### config.mk
export PLATFORM = sky130hd
export DESIGN_NAME = allpass_coef_loader
export DESIGN_NICKNAME = d
export VERILOG_FILES = /design/src/rtl/allpass_coef_loader.sv
export SDC_FILE = /design/constraint.sdc
export NUM_CORES = 1
export LEC_CHECK = 0
export ABC_AREA = 1
export CORE_MARGIN = 3
export CORE_UTILIZATION = 45
export CTS_BUF_LIST = sky130_fd_sc_hd__clkbuf_2 sky130_fd_sc_hd__clkbuf_4 sky130_fd_sc_hd__clkbuf_8
export CTS_CLUSTER_SIZE = 8
export DETAILED_ROUTE_END_ITERATION = 10
export GPL_ROUTABILITY_DRIVEN = 0
export MAX_ROUTING_LAYER = met4
export PLACE_DENSITY = 0.7
export SYNTH_ARGS = -nofsm -noshare
export SYNTH_HDL_FRONTEND = slang
export SYNTH_SLANG_ARGS = --single-unit
### constraint.sdc
create_clock -name clk -period 5.1 [get_ports clk]
set_input_delay 1.02 -clock clk [delete_from_list [all_inputs] [get_ports clk]]
set_output_delay 1.02 -clock clk [all_outputs]
set_load 0.02 [all_outputs]
### src/rtl/allpass_coef_loader.sv
// allpass_coef_loader
// Writer side of the allpass coefficient bus. Coefficient words arrive on a
// valid/ready stream, are staged in a shadow bank, and a complete frame is
// committed to c_out in a single cycle so the filter never sees a partial set.
// Optional feature: define ALLPASS_COEF_CSUM_EN to require a trailing
// checksum word (sum of the N coefficients mod 2^WIDTH) before committing.

module allpass_coef_loader #(
  parameter int WIDTH = 16,
  parameter int N     = 5
) (
  input  logic               clk,
  input  logic               rst,
  input  logic               s_valid,
  output logic               s_ready,
  input  logic [WIDTH-1:0]   s_data,
  input  logic               s_last,
  output logic [WIDTH*N-1:0] c_out,
  output logic               c_update,
  output logic               busy,
  output logic               err
);

  // idx must be able to count up to N so the checksum position is reachable
  localparam int IW = $clog2(N + 1);
  localparam logic [IW-1:0] LAST_IDX = IW'(N - 1);
`ifdef ALLPASS_COEF_CSUM_EN
  localparam logic [IW-1:0] CSUM_IDX = IW'(N);
`endif

  typedef enum logic [1:0] {
    IDLE,
    LOAD,
    DRAIN,
    COMMIT
  } state_t;

  state_t           state;
  logic [IW-1:0]    idx;
  logic [WIDTH-1:0] shadow [N];
  logic             accept;
`ifdef ALLPASS_COEF_CSUM_EN
  logic [WIDTH-1:0] sum;
`endif

  // The loader only refuses words while the commit cycle is in progress
  assign s_ready = (state != COMMIT);
  assign busy    = (state != IDLE);
  assign accept  = s_valid && s_ready;

  // Frame collection, validation and single-cycle commit of the shadow bank
  always_ff @(posedge clk) begin
    if (rst) begin
      state    <= IDLE;
      idx      <= '0;
      c_out    <= '0;
      c_update <= 1'b0;
      err      <= 1'b0;
      for (int k = 0; k < N; k++) begin
        shadow[k] <= '0;
      end
`ifdef ALLPASS_COEF_CSUM_EN
      sum      <= '0;
`endif
    end else begin
      c_update <= 1'b0;
      err      <= 1'b0;
      case (state)
        IDLE, LOAD: begin
          if (accept) begin
`ifdef ALLPASS_COEF_CSUM_EN
            if (idx == CSUM_IDX) begin
              idx <= '0;
              if (s_last) begin
                if (s_data == sum) begin
                  state <= COMMIT;
                end else begin
                  err   <= 1'b1;
                  state <= IDLE;
                end
              end else begin
                state <= DRAIN;
              end
            end else begin
              for (int k = 0; k < N; k++) begin
                if (idx == IW'(k)) begin
                  shadow[k] <= s_data;
                end
              end
              sum <= (idx == '0) ? s_data : sum + s_data;
              if (s_last) begin
                err   <= 1'b1;
                state <= IDLE;
                idx   <= '0;
              end else begin
                idx   <= idx + 1'b1;
                state <= LOAD;
              end
            end
`else
            for (int k = 0; k < N; k++) begin
              if (idx == IW'(k)) begin
                shadow[k] <= s_data;
              end
            end
            if (idx == LAST_IDX) begin
              idx   <= '0;
              state <= s_last ? COMMIT : DRAIN;
            end else if (s_last) begin
              err   <= 1'b1;
              state <= IDLE;
              idx   <= '0;
            end else begin
              idx   <= idx + 1'b1;
              state <= LOAD;
            end
`endif
          end
        end
        DRAIN: begin
          if (accept && s_last) begin
            err   <= 1'b1;
            state <= IDLE;
          end
        end
        COMMIT: begin
          for (int k = 0; k < N; k++) begin
            c_out[k*WIDTH +: WIDTH] <= shadow[k];
          end
          c_update <= 1'b1;
          state    <= IDLE;
        end
        default: begin
          state <= IDLE;
        end
      endcase
    end
  end

endmodule

==> flow_metrics.py, run 1 <==
metrics = {
    "routing": {
        "drt-total-wl_um": 12700,
        "wl_per_cell_um": 15.7,
        "viasPerCell": 4.89,
        "remaining_drc_errors": 0,
        "first_pass_iters": 5,
        "vias": 3963,
        "drt_iter0_drc": 318,
        "ant_nets": 0,
    },
    "timing": {
        "max_freq_ghz": 0.320,
        "period_share_pct": 61.3,
        "rsz0062_at_grt": "false",
        "slew_violations": 0,
        "hold_violations": 0,
        "maxSlewHeadroom_pct": 42.7,
        "fin_setup_tns_ns": 0,
        "finalWorstPathRequiredPeriod_ns": 3.13,
        "tightest_slew_ns": 0.859,
        "final.setup_skew_ns": 0.00896,
        "setup_viol": 0,
    },
    "place": {
        "place_hpwl_um": 8210,
        "io_buffer_count": 103,
        "place_area_um2": 6890,
    },
    "synth": {
        "yosysSeqAreaShare_pct": 72.2,
        "synth_top_area_share_pct": 41.8,
        "syn_area_um2": 5740,
        "yosysUniqueCellTypes": 18,
        "syn-instance-count": 530,
        "synth-seq-cells": 167,
        "synth_top_area_cell": "edfxtp_1",
        "yosys_warnings": 0,
        "synth_area_leaders": "edfxtp_1 (42%), dfxtp_1 (30%), nand2_1 (12%)",
        "avgSynthCellArea_um2": 10.8,
        "syn-num-nets": 556,
    },
    "power": {
        "ir_drop_uv": 216,
        "clockPowerShare_pct": 39.9,
        "p_sw_w": 0.000572,
        "finalPower_w": 0.00266,
        "leakagePower_nw": 3.12,
        "power.share.switching_pct": 21.5,
        "p_per_area_nw_per_um2": 361,
        "intPower_w": 0.00208,
        "pwr-share-comb_pct": 4.4,
        "seqPwrFrac_pct": 55.7,
    },
    "hold_path": {
        "hold_path_class": "register to register",
        "hold_path_end": "c_out[75]",
        "worstHoldPathCells": 2,
        "min-delay-start": "shadow[0][75]",
    },
    "critical_path": {
        "path_buf_inv": 1,
        "rr_endpoint": "shadow[0][17]",
        "reg2reg_depth": 8,
        "slowest_delay_ns": 0.74,
        "worstPathMaxFanout": 40,
        "critical_path_required_ns": 4.08,
        "r2r_start": "state[1]",
        "crit_path_top_delay_cell": "clkdlybuf4s50_1",
        "crit_path_start_kind": "register",
        "arrival_ns": 2.11,
        "cp_top_family": "buffers and inverters",
        "worstPathCellList": "nand2_2 > clkdlybuf4s50_1",
        "critPathKind": "register to primary output",
        "r2r_slack_ns": 2.14,
        "endpoint_kind": "primary output",
        "crit_cells": 2,
    },
    "global_route": {
        "groute.usage.overall_pct": 19.1,
        "grt_pass1_vias": 3896,
        "grt_pass1_wl_um": 20400,
        "grt_remaining_overflow": 0,
        "antenna_found_initial": 0,
        "grt_start_max_net_pins": 85,
    },
    "cells_and_area": {
        "drive_above_1_share_pct": 6.85,
        "num_antenna_cells": 0,
        "fin_area_um2": 7350,
        "fillers": 987,
        "nNetsFinal": 655,
        "area_growth_pct": 28.1,
    },
    "clocking": {
        "cts_hold_buf": 0,
        "clkSinkCount": 167,
        "postCtsSetupRepairBufs": 0,
        "cts_buffer_depth": 2,
        "cts_tree": "done",
        "cts-resized-gates": 0,
        "clkTransAtPathRegs_ns": 0.08,
        "numCtsBuffers": 17,
        "clkLatencyLatePin_ns": 0.44,
        "cts_root_buf": "clkbuf_8",
        "h-tree-depth": 4,
    },
    "die": {
        "core_um2": 12300,
        "num_rows": 40,
        "die_w_um": 119,
        "die_h_um": 119,
        "initial_core_util_pct": 46.8,
        "die_area_um2": 14100,
        "ioPinCount": 104,
    },
    "run": {
        "cap_violations": 0,
    },
    "outcome": {
        "status": "finished, final reports clean",
    },
}
metal layers:
layer / GRT usage (%) / up-vias / wire, um
met5: - / - / 0
met1: 25.8 / 1828 / 5750
li1: - / 1945 / -
met3: 5.65 / 22 / 973
met2: 27.4 / 168 / 5630
met4: 7.60 / 0 / 323
metrics by stage:
stage	setup WS (ns)	hold WS [ns]	util, %	instances
2_1_floorplan	1.96	0.412	-	530
6_report	1.97	0.440	60.0	810
3_3_place_gp	1.99	0.419	56.2	778
4_1_cts	1.92	0.438	60.0	810
5_1_grt	1.82	0.453	60.0	810
3_5_place_dp	1.95	0.421	56.2	778
registers in the layout, indices dropped and copies added, names as in the netlist:
signal	count
c_update	1
state	2
err	1
c_out	80
shadow	80
idx	3
area by class of cell:
class                   count  area [um2]  share of cell area [%]
well taps                 168         210                    2.86
multi-input cells         308        1360                    18.5
clock inverters            15         225                    3.06
repair buffers            110        1080                    14.7
inverters                  25        93.8                    1.28
clock buffers              17         234                    3.18
flip-flops and latches    167        4140                    56.4
cells in the mapped netlist (all sizes together):
master	instances
a21oi	6
buf	28
clkbuf	2
dfxtp	87
edfxtp	80
ha	6
inv	25
nand2	186
nand3	87
nand4	3
nor2	13
nor3	2
o21ai	5
worst min-delay path, delay by kind of cell (launching register included):
kind	cells	cell delay (ns)
simple gates	2	0.09
flops	1	0.33
how the worst max path moves through the flow:
stage / end / slack [ns] / start
floorplan: shadow[0][0] / 1.96 / s_valid
global placement: shadow[0][45] / 1.99 / rst
detailed placement: shadow[0][23] / 1.95 / rst
CTS: s_ready / 1.92 / state[1]
global route: s_ready / 1.82 / state[1]
finish: s_ready / 1.97 / state[1]
power groups by stage:
stage               Clock [W]  Sequential, W  Combinational (W)
floorplan                   0        0.00151          0.0000554
global placement            0        0.00151           0.000115
detailed placement          0        0.00151           0.000116
CTS                   0.00108        0.00148           0.000117
global route          0.00112        0.00149           0.000127
finish                0.00106        0.00148           0.000116
cells in the final DEF, fill, tap and decap left out:
cell type / instances
ha_1: 6
clkinvlp_4: 3
nand2_1: 185
o21ai_1: 4
clkinv_1: 1
inv_1: 23
nand3_2: 2
bufinv_16: 5
nand4_1: 3
nor3_1: 2
inv_6: 3
nand2_2: 1
nor2_1: 12
edfxtp_1: 80
dfxtp_1: 87
o21ai_0: 1
clkinvlp_2: 1
a21oi_1: 6
nor2_4: 1
clkinv_4: 2
clkdlybuf4s50_1: 103
inv_2: 2
nand3_1: 85
clkbuf_8: 17
buf_4: 7
logic make-up after synthesis:
kind of cell	Yosys count	synth area share, %
AOI/OAI and AO/OA	11	0.959
adders and majority gates	6	1.31
buffers and inverters	55	4.23
DFF	167	72.2
and+or+nand+nor	291	21.3
No activity file was read; power rests on OpenSTA's default activity.
==> inputs of run 2 (changes only) <==
PLACE_DENSITY = 0.73   (was 0.7)
clock period = 2.7 ns   (was 5.1 ns; I/O delays follow)
==> run 2 against run 1 <==
Net effect:
- power rose by 78%
- design area fell by 0.56%
- setup slack got worse by 1.5 ns
- critical path type unchanged
- critical endpoint is now busy
- largest cell class unchanged
- largest power group unchanged
- highest routed layer unchanged
==> flow_metrics.py, run 2 (synthesis results as in run 1) <==
metrics = {
    "timing": {
        "rsz0062_at_grt": "false",
        "period_share_pct": 84.0,
        "slew_violations": 0,
        "fin_setup_tns_ns": 0,
        "hold_violations": 0,
        "max_freq_ghz": 0.441,
        "fin_ws_ns": 0.431,
        "finalWorstPathRequiredPeriod_ns": 2.27,
        "maxSlewHeadroom_pct": 66.3,
        "tightest_slew_ns": 0.505,
        "final.setup_skew_ns": 0.0120,
        "setup_viol": 0,
    },
    "cells_and_area": {
        "nNetsFinal": 660,
        "multi_input_area_um2": 1360,
        "num_antenna_cells": 0,
        "reg.largest.list": "c_out: 80 flops, shadow: 80 flops, idx: 3 flops",
        "final_common_cell": "nand2_1",
        "fillers": 987,
        "area_growth_pct": 27.4,
        "seq_area_um2": 4140,
        "final_cell_mix": "nand2_1 (185), clkdlybuf4s50_1 (103), dfxtp_1 (87)",
        "drive_above_1_share_pct": 7.11,
    },
    "critical_path": {
        "cp_top_family": "buffers and inverters",
        "r2r_slack_ns": 0.77,
        "crit_path_start_kind": "register",
        "endpoint_kind": "primary output",
        "worstPathCellList": "inv_1 > nand2_1 > clkdlybuf4s50_1",
        "worstPathMaxFanout": 6,
        "critPathKind": "register to primary output",
        "path_buf_inv": 2,
        "crit_cells": 3,
        "critical_path_required_ns": 2.16,
        "arrival_ns": 1.73,
        "reg2reg_depth": 8,
        "slowest_delay_ns": 0.60,
        "crit_path_top_delay_cell": "clkdlybuf4s50_1",
    },
    "routing": {
        "vias": 4052,
        "viasPerCell": 4.97,
        "ant_nets": 0,
        "first_pass_iters": 5,
        "remaining_drc_errors": 0,
        "wl_per_cell_um": 17.1,
        "drt_iter0_drc": 444,
        "drt-total-wl_um": 14000,
    },
    "clocking": {
        "clkLatencyLatePin_ns": 0.44,
        "postCtsSetupRepairBufs": 0,
        "cts_tree": "done",
        "clkTransAtPathRegs_ns": 0.09,
        "numCtsBuffers": 17,
        "cts_buffer_depth": 2,
        "cts_root_buf": "clkbuf_8",
        "h-tree-depth": 4,
        "cts-resized-gates": 0,
        "cts_hold_buf": 0,
        "clkSinkCount": 167,
    },
    "global_route": {
        "use_met3_pct": 5.18,
        "use_met1_pct": 27.5,
        "grt_start_max_net_pins": 50,
        "grt_remaining_overflow": 0,
        "antenna_found_initial": 0,
        "use_met2_pct": 32.3,
        "grt_pass1_vias": 3951,
        "groute.usage.overall_pct": 20.9,
        "top_usage_layer": "met2",
        "grt_pass1_wl_um": 21900,
    },
    "die": {
        "die_w_um": 119,
        "core_um2": 12300,
        "die_area_um2": 14100,
        "ioPinCount": 104,
        "num_rows": 40,
        "initial_core_util_pct": 46.8,
        "die_h_um": 119,
    },
    "power": {
        "ir_drop_uv": 298,
        "p_per_area_nw_per_um2": 647,
        "leakagePower_nw": 3.11,
    },
    "hold_path": {
        "worstHoldPathCells": 2,
        "hold_path_class": "register to register",
    },
    "outcome": {
        "status": "finished, final reports clean",
    },
    "place": {
        "place_hpwl_um": 9940,
        "pre_cts_ws_ns": 0.290,
        "io_buffer_count": 103,
    },
    "run": {
        "cap_violations": 0,
    },
}
## run 2: power by group
part           internal [W]  switching [W]  leakage [nW]
Combinational     0.0000725       0.000141          1.39
Clock              0.000833       0.000861         0.181
Sequential          0.00276      0.0000585          1.53
## run 2: layout make-up
class | instances | share of cell area [%]
well taps | 168 | 2.88
clock inverters | 14 | 1.81
flip-flops and latches | 167 | 56.7
multi-input cells | 308 | 18.6
repair buffers | 115 | 15.3
clock buffers | 18 | 3.39
inverters | 25 | 1.28
## run 2: metal layers
| layer | vias to the layer above | part of all wire [%] |
|---|---|---|
| li1 | 1960 | - |
| met1 | 1920 | 44 |
| met2 | 154 | 48 |
| met3 | 18 | 6.4 |
| met4 | 0 | 1.8 |
| met5 | - | 0 |
## run 2: worst register-to-register path, cell delays in order, from the launching register on
cell and delay (ns):
dfxtp_1 0.42, inv_1 0.09, ha_1 0.22, nand2_1 0.14
nor2_1 0.07, nand3_1 0.12, nand3_2 0.32, nand2_1 0.20
inv_1 0.11
## run 2: through the flow
stage	std cells	util, %	cell area, um2	total power, W	hold WS, ns
after floorplan	530	-	5740	0.00296	0.412
after global placement	783	56.5	6930	0.00309	0.428
after detailed placement	783	56.5	6930	0.00309	0.425
after CTS	815	59.6	7310	0.00475	0.451
after global routing	815	59.6	7310	0.00488	0.474
final	815	59.6	7310	0.00473	0.452
## run 2: path summary, 6_finish.rpt
path                                     from            end
worst max-delay path                 state[1]           busy
worst min-delay path            shadow[0][52]      c_out[52]
worst max register to register         idx[0]  shadow[0][79]
worst min register to register  shadow[0][52]      c_out[52]
